--- src/rtl/press_classifier.sv ---
// ============================================================================
// Module   : press_classifier
// Purpose  : Classifies one-tick press pulses from the front-panel edge
//            detector as single or double clicks. After each classified
//            event a lockout period ignores further pulses. Every
//            classification produces a one-iclk command strobe.
// Ports    : iclk     - system clock
//            ireset   - synchronous, active-high reset
//            icle     - tick enable, shared with the edge detector
//            ipulso   - press pulse, sampled only when icle=1
//            osimple  - single-click strobe, one iclk cycle wide
//            odoble   - double-click strobe, one iclk cycle wide
//            obusy    - high whenever the state machine is not IDLE
//            ototal   - 8-bit wrapping count of classified events
// Config   : PRESS_TOTAL_EN - when defined, ototal counts classified
//            events. When undefined, the counter is not built and ototal
//            is tied to zero.
// Revision : 1.0 - initial release
// ============================================================================
`default_nettype none

module press_classifier #(
  parameter int WINDOW  = 250,  // 2..65535 ticks
  parameter int LOCKOUT = 50    // 1..65535 ticks
) (
  input  logic       iclk,
  input  logic       ireset,
  input  logic       icle,
  input  logic       ipulso,
  output logic       osimple,
  output logic       odoble,
  output logic       obusy,
  output logic [7:0] ototal
);

  localparam logic [15:0] WINDOW_LAST  = 16'(WINDOW - 1);
  localparam logic [15:0] LOCKOUT_LAST = 16'(LOCKOUT - 1);

  typedef enum logic [1:0] {
    IDLE  = 2'd0,
    WAIT2 = 2'd1,
    LOCK  = 2'd2
  } state_t;

  state_t      state, state_next;
  logic [15:0] cnt, cnt_next;
  logic        simple_next;
  logic        doble_next;

  // Next-state logic. Nothing advances without a tick; the strobe
  // defaults of zero make both strobes self-clear on the next edge.
  always_comb begin
    state_next  = state;
    cnt_next    = cnt;
    simple_next = 1'b0;
    doble_next  = 1'b0;
    if (icle) begin
      case (state)
        IDLE: begin
          if (ipulso) begin
            state_next = WAIT2;
            cnt_next   = 16'd0;
          end
        end
        WAIT2: begin
          // A pulse wins over window expiry on the same tick.
          if (ipulso) begin
            doble_next = 1'b1;
            state_next = LOCK;
            cnt_next   = 16'd0;
          end else if (cnt == WINDOW_LAST) begin
            simple_next = 1'b1;
            state_next  = LOCK;
            cnt_next    = 16'd0;
          end else begin
            cnt_next = cnt + 16'd1;
          end
        end
        LOCK: begin
          if (cnt == LOCKOUT_LAST) begin
            state_next = IDLE;
          end else begin
            cnt_next = cnt + 16'd1;
          end
        end
        default: begin
          state_next = IDLE;
          cnt_next   = 16'd0;
        end
      endcase
    end
  end

  always_ff @(posedge iclk) begin
    if (ireset) begin
      state   <= IDLE;
      cnt     <= 16'd0;
      osimple <= 1'b0;
      odoble  <= 1'b0;
      obusy   <= 1'b0;
    end else begin
      state   <= state_next;
      cnt     <= cnt_next;
      osimple <= simple_next;
      odoble  <= doble_next;
      // Registered from the next state so busy tracks state transitions
      // on the same edge.
      obusy   <= (state_next != IDLE);
    end
  end

`ifdef PRESS_TOTAL_EN
  always_ff @(posedge iclk) begin
    if (ireset) begin
      ototal <= 8'd0;
    end else if (simple_next || doble_next) begin
      ototal <= ototal + 8'd1;  // wraps 255 -> 0
    end
  end
`else
  assign ototal = 8'd0;
`endif

endmodule

`default_nettype wire

--- config.mk ---
export PLATFORM = sky130hd
export DESIGN_NAME = press_classifier
export DESIGN_NICKNAME = d
export VERILOG_FILES = /design/src/rtl/press_classifier.sv
export SDC_FILE = /design/constraint.sdc
export NUM_CORES = 1
export LEC_CHECK = 0
export CAP_MARGIN = 20
export CORE_MARGIN = 2
export CORE_UTILIZATION = 35
export DETAILED_ROUTE_END_ITERATION = 7
export RECOVER_POWER = 50
export SYNTH_ARGS = -nofsm -noshare
export SYNTH_HDL_FRONTEND = slang
export SYNTH_SLANG_ARGS = --single-unit
export TNS_END_PERCENT = 5
--- constraint.sdc ---
create_clock -name iclk -period 2.5 [get_ports iclk]
set_input_delay 0.5 -clock iclk [delete_from_list [all_inputs] [get_ports iclk]]
set_output_delay 0.5 -clock iclk [all_outputs]
set_load 0.005 [all_outputs]
# After elaboration in Yosys (flattened, before gate mapping)
# Index checks and enable logic that the tools add are counted.
[word_totals]
regBits = 21
input_bits = 4
out_inout_bits = 11
word_cells = 32
[classes]
addsub = 1
n_eq_ne = 6
n_mux = 13
bitwise = 2
n_reduce_logical = 5
[op_table]
columns = ["op", "n"]
rows = [
  ["$mux W16", 4],
  ["$pmux W16 S3", 1],
  ["$add A16 B1 Y16 const B", 1],
  ["$eq A16 B6 Y1 const B", 1],
  ["$eq A16 B8 Y1 const B", 1],
  ["$mux W2", 5],
  ["$pmux W2 S3", 1],
  ["$ne A2 B2 Y1 const B", 2],
  ["$reduce_or A4 Y1", 1],
  ["$reduce_and A3 Y1", 1],
  ["$reduce_or A3 Y1", 1],
  ["$eq A2 B1 Y1 const B", 1],
  ["$eq A2 B2 Y1 const B", 1],
  ["$logic_not A2 Y1", 1],
  ["$mux W1", 2],
  ["$not A1 Y1", 2],
  ["$reduce_bool A2 Y1", 1],
]

# Depth between registers and ports, before layout
# Gate-level depths: netlist (run 1).
[logic_depth]
word_depth = 6
ltp_mapped = 8
mapped_depth_nobuf = 7

# Least setup slack after synthesis (run 1)
# Ideal clock, no wire load.
[synth_timing]
path_kind = "register to register"
startpoint = "register cnt[1]"
endpoint = "register cnt[13]"
setup_ns = 0.115
arrival_time_ns = 1.659
required_time_ns = 2.385
setup_slack_ns = 0.727
path_stages_with_launch = 9
path_buffers = 1
synth_period_minus_slack_ns = 1.773
cell_sequence = "dfxtp_1 -> inv_1 -> ha_1 -> and4b_1 -> and3_1 -> a31oi_1 -> o21ba_4 -> buf_6 -> nor2_1"
[synth_between]
elab_chain_cells = 4
word_cells_on_any_way = 9
classes_between = "add/sub: 1; eq/ne: 3; mux: 4; reduce/logical: 1"
[synth_rtl]
columns = ["item", "line_no", "rtl"]
rows = [
  ["start: declaration", "46", "logic [15:0] cnt, cnt_next;"],
  ["start signal: assignment", "103", "cnt <= cnt_next;"],
  ["$add A16 B1 Y16 / $eq A16 B8 Y1 (equally long branches)", "76, 83, 71", ""],
  ["$mux W16", "71", "end else if (cnt == WINDOW_LAST) begin"],
  ["$mux W16", "67", "if (ipulso) begin"],
  ["$pmux W16 S3", "58", "case (state)"],
]
# Several ways; a longest one is shown, not always the timed one. The select of a mux whose other input is x is not followed.
# A chain may end at the register's enable or synchronous reset.

# Worst setup path in the final report (run 1)
[layout_timing]
startpoint = "register cnt[1]"
endpoint = "register cnt[9]"
# Same word-level chain as after synthesis.

==> metrics.txt, run 1 <==
Slowest cell on crit path o41ai_4; number of vias per cell 4.79; die footprint approximately 4000 um2; Setup crit start kind register; end point of the worst hold path cnt[15]; worst vdd ir 273 uV; Routed Antenna Nets 0; R2R Path Start cnt[1]; Yosys cell types 39; Design Power 0.000555 W; total number of vias 920; CTS buffer count 3; share of layout cells above drive strength 1 6.85%; CTS Buffer Depth 2; Data required, critical path 2.75 ns; CTS tree yes; Crit path max-delay family compound AO/OA/AOI/OAI gates; number of top-level pins 15; multi-input logic area slightly below 700 um2; hold depth 2; Synth Register Bits 21; syn_area_per_cell 8.69 um2; Critical Path End Type register; Final setup viols 0; Detail Placement HPWL approximately 1700 um; Reg clk slew, reported paths 0.11 ns; clock skew 0.00153 ns; core area 3310 um2; Final Critical Period 2.00 ns; met1 global-route usage 15.6%; vias in the first global route 879; Routed WL between 2000 and 2500 um; FF+latch area 420 um2; first-pass detailed-route iteration total 4; Buf+Inv Stages, Crit Path 1; leak pwr 0.460 nW; latest clock arrival within the worst-skew pair 0.30 ns; clock root buffer clkbuf_4; met3 Usage GRT under 10%; grt peak-use layer met2; Tcrit/Tclk final 80.1%; PortBufs 6; drc violations 0; CP Class reg2reg; post-synth top area share about a third; antenna violations before repair 0; setup bufs post-CTS 0; Synth Warn # 0; Cell Area, Placed about 1300 um2; RSZ-0062 raised after global routing false; minimum setup slack among reg-to-reg paths 0.50 ns; CP Max Fanout 12; drt first-iter violations 44; Area Growth Syn to Fin 8.13%; # rows 21; gr usage total approximately 12%; Die Y about 63 um; Fmax 0.500 GHz; Tightest Hold Check Type reg2reg; Syn Std Cell Area 1200 um2; first-pass GRT wire length 3890 um; met2 usage 19.4%; largest net degree at the start of global routing 13; Synth area leaders dfxtp_1, xnor2_1, ha_1; Die Wd 62.6 um; Placer Congestion 0.840; Post-CTS Hold Buffers 0; final net count approximately 160; Crit path arrival time 2.25 ns; max cap viols 0; number of diodes 0; Initial Util 36.2%; cts repair resizes 0; design area 1300 um2; Worst Hold Launch cnt[15]; H-tree Lvls 1; crit-path cells inv_1, ha_1, and4b_1, and4_1, o41ai_4, o21ba_1, nor2_1; PwrDens 428 nW/um2; number of fill cells 361; setup TNS 0 ns; fin. max-slew vios 0; slowest stage delay, CP 0.40 ns; Sink Count 21; GR Overflow Total 0; Synth area leader dfxtp_1; DR WL/cell 11.5 um; status complete, no violations; reg2reg end cnt[9]; Worst R2R Path Depth 7; register area share after synthesis 35.0%; Final Hold Fails 0; synthesized instance count 138
registers in the layout (all words and copies together), names as in the netlist:
name	cells
cnt	16
obusy	1
odoble	1
osimple	1
state	2
routing by layer:
layer / vias to the layer above / share of wire (%) / wire length [um]
met3: 4 / 4.7 / 104
li1: 481 / - / -
met2: 18 / 45 / 999
met4: 0 / 1.4 / 31
met5: - / 0 / 0
met1: 417 / 49 / 1070
kinds of logic after synthesis:
| logic type | count (synthesis) | synth area share (%) |
|---|---|---|
| other cells | 1 | 0.313 |
| buf+inv | 22 | 10.0 |
| flops | 21 | 35.0 |
| simple gates | 56 | 24.5 |
| fa+ha+maj | 6 | 6.26 |
| xor+xnor | 12 | 8.76 |
| compound gates | 20 | 15.1 |
worst max path at each step:
stage,start,endpoint,slack (ns),depth (start not counted)
6_report,cnt[1],cnt[9],0.50,7
5_1_grt,cnt[8],cnt[12],0.28,5
4_1_cts,cnt[1],cnt[9],0.66,7
3_5_place_dp,icle,cnt[13],0.38,6
3_3_place_gp,ipulso,cnt[13],0.43,6
2_1_floorplan,cnt[1],cnt[13],0.73,8
worst min-delay path, delay by kind of cell, from the launching register on:
kind | cells | cell delay [ns]
xor+xnor | 1 | 0.07
flops | 1 | 0.36
simple gates | 1 | 0.07
where the power goes:
| part | total, W | internal (W) | leakage, nW | switching, W |
|---|---|---|---|---|
| Combinational | 0.0000519 | 0.0000202 | 0.275 | 0.0000317 |
| Clock | 0.000163 | 0.0000623 | 0.0150 | 0.000100 |
| Sequential | 0.000341 | 0.000338 | 0.169 | 0.00000236 |
| Total | 0.000555 | 0.000421 | 0.460 | 0.000134 |
layout by cell type, fill, tap and decap left out, drive strengths merged, types with 6 or more instances in the layout:
| cell type | Yosys | routed |
|---|---|---|
| nand2 | 6 | 6 |
| nor2 | 15 | 15 |
| nand3 | 6 | 6 |
| ha | 6 | 6 |
| dfxtp | 21 | 21 |
| nor3 | 11 | 11 |
| xnor2 | 11 | 11 |
| inv | 11 | 11 |
| conb | 1 | 8 |
cells in the mapped netlist:
cell,count
nand3b_1,1
nand2_1,6
nand3_1,6
a21oi_1,2
o32ai_1,1
and4_4,1
and4_2,1
or3_1,1
buf_4,8
dfxtp_1,21
nor2_1,15
and4_1,1
o41ai_4,1
o31a_2,1
a211oi_1,1
o221ai_1,1
xor2_1,1
nor4_1,3
nor3b_1,1
nand2b_1,3
ha_1,6
and4b_1,1
o21ba_4,1
xnor2_1,11
or2_2,2
inv_1,11
a21boi_0,1
o2111ai_1,2
a31oi_1,1
o2bb2ai_1,4
o31ai_1,2
clkbuf_1,2
o22ai_1,1
conb_1,1
o21ai_0,1
nor3_1,11
and2_1,1
buf_6,1
and3_1,2
through the flow:
step | util [%] | hold WS (ns) | worst slack (ns) | std cells
global route | 39.2 | 0.551 | 0.283 | 192
detailed placement | 38.7 | 0.508 | 0.378 | 188
CTS | 39.5 | 0.535 | 0.662 | 192
global placement | 38.7 | 0.493 | 0.434 | 188
floorplan | - | 0.472 | 0.727 | 145
finish | 39.2 | 0.529 | 0.499 | 192
final cells by class:
class,count,area share [%]
Timing Repair Buffer,8,5.79
Sequential cell,21,32.4
Tap cell,46,4.44
Inverter,11,3.18
Clock buffer,4,2.03
Multi-Input combinational cell,102,52.2
(Power assumes the default switching activity.)
==> run 2, diff against run 1 <==
Clock period 2.5 ns to 1.6 ns, I/O delays scaled along.
==> metrics.txt, run 2 (same netlist as run 1, synthesis figures left out) <==
clock root buffer clkbuf_4; largest net degree at the start of global routing 13; PnR worst setup slack -0.0906 ns; commonest non-fill, non-tap cells in the layout buf_4, dfxtp_1, nor2_1, xnor2_1, nor3_1; CTS Buffer Depth 2; first-pass detailed-route iteration total 4; fin cells 221; Tcrit/Tclk final 106%; drt first-iter violations 20; Data required, critical path approximately 1.9 ns; Routed WL 2840 um; worst vdd ir 464 uV; Sw Pwr 0.000243 W; Crit path arrival time between 1.5 and 2 ns; Initial Util between 30% and 40%; Sink Count 21; failing checks negative setup slack; Switching Fraction 26.2%; design area 1650 um2; clock network fraction of total power 28.5%; Fmax slightly below 0.6 GHz; CTS tree yes; Sequential Power Share 57.2%; leak pwr 0.619 nW; CP Class reg2reg; PortBufs 6; Tightest Hold Check Type reg2reg; Comb pwr share 14.2%; M1 WL about 1200 um; commonest non-fill, non-tap cell in the layout buf_4; Routed Antenna Nets 0; Die Y 62.6 um; CP Max Fanout 6; CTS buffer count 3; total number of vias around 1100; number of fill cells 332; DR WL/cell 12.8 um; drc violations 0; Top reg by flops cnt; fin. max-slew vios 0; number of top-level pins 15; number of vias per cell 4.97; H-tree Lvls 1; Area Growth Syn to Fin 37.2%; setup bufs post-CTS 0; FF+latch area 425 um2; RSZ-0062 raised after global routing true; number of diodes 0; minimum setup slack among reg-to-reg paths -0.09 ns; Critical Path End Type register; Die Wd approximately 63 um; core area 3310 um2; die footprint 3910 um2; WL met2 1520 um; first-pass GRT wire length 4430 um; clock skew 0.00252 ns; Setup crit start kind register; Met3 Wirelength 92 um; final net count roughly 190; max FFs per register 16; PwrDens 564 nW/um2; Final setup viols 17; Final Critical Period around 1.7 ns; max cap viols 0; gr usage total 14.0%; latest clock arrival within the worst-skew pair 0.31 ns; biggest regs cnt (16), state (2); share of layout cells above drive strength 1 36.0%; multi-input logic area 806 um2; Reg clk slew, reported paths 0.12 ns; Inst Count DP 216; Detail Placement HPWL roughly 2000 um; Final Hold Fails 0; # rows 21; Placer Congestion around 0.85; Cell Area, Placed 1510 um2; status finished with violations; antenna violations before repair 0; vias in the first global route between 1000 and 1500; Post-CTS Hold Buffers 0; Final Util ~50%; Pint just under 0.0007 W; GR Overflow Total 0; uppermost layer routed met4
==> run 2: changes by cell type in the layout (fill, tap and decap cells not counted), sizes merged <==
cell,before,now
o21ba,1,2
buf,2,29
clkinv,0,1
dlygate4sd3,4,1
clkdlybuf4s50,2,5
==> run 2: what timing repair did <==
action,in CTS,in global routing
resized for setup,8,13
pin swaps,4,3
endpoints found under the setup margin,19,19
gates cloned,0,1
==> run 2: final timing paths <==
| kind | depth (start not counted) | endpoint | from |
|---|---|---|---|
| worst max-delay path | 7 | cnt[5] | cnt[1] |
| worst min-delay path | 1 | cnt[3] | cnt[3] |
| worst max register to register | 7 | cnt[5] | cnt[1] |
| worst min register to register | 1 | cnt[3] | cnt[3] |
==> run 2: worst max-delay path: stages, from the launching register on <==
cell,delay (ns)
dfxtp_2,0.36
inv_2,0.05
ha_4,0.15
and4b_1,0.20
and4_4,0.18
o41ai_4,0.35
o21ba_2,0.27
nor2_1,0.10
==> run 2: area by class of cell <==
cell class	count	area share, %
clock buffer	3	1.37
sequential	21	25.8
inverter	11	2.51
clock inverter	1	0.304
timing repair buffer	36	17.6
tap	46	3.50
multi-input combinational	103	48.9
==> run 2: per-stage QoR <==
step / setup slack [ns] / hold WS (ns) / total power, W / TNS [ns]
floorplan: 0.00275 / 0.434 / 0.000622 / 0
global placement: -0.250 / 0.481 / 0.000653 / -4.15
detailed placement: -0.339 / 0.491 / 0.000657 / -5.28
CTS: -0.114 / 0.508 / 0.000915 / -1.69
global route: -0.176 / 0.562 / 0.000975 / -2.76
finish: -0.0906 / 0.536 / 0.000928 / -1.17
==> run 2: routing by layer <==
| metal | vias to the layer above | global-route usage [%] |
|---|---|---|
| met4 | 0 | 5.00 |
| met3 | 6 | 3.24 |
| li1 | 541 | - |
| met1 | 527 | 15.5 |
| met2 | 24 | 25.9 |
| met5 | - | 0 |
==> run 2: power groups by stage <==
stage                     Combinational, W  Clock, W  Sequential [W]
after CTS                         0.000116  0.000267        0.000532
after floorplan                  0.0000766         0        0.000545
final                             0.000132  0.000265        0.000531
after global placement            0.000110         0        0.000543
after global routing              0.000143  0.000299        0.000532
after detailed placement          0.000113         0        0.000543
==> run 3, diff against run 2 <==
Settings changed: GPL_ROUTABILITY_DRIVEN set to 0.
==> results of run 3 <==
No change in the layout: final DEF, timing and power equal those of run 2.
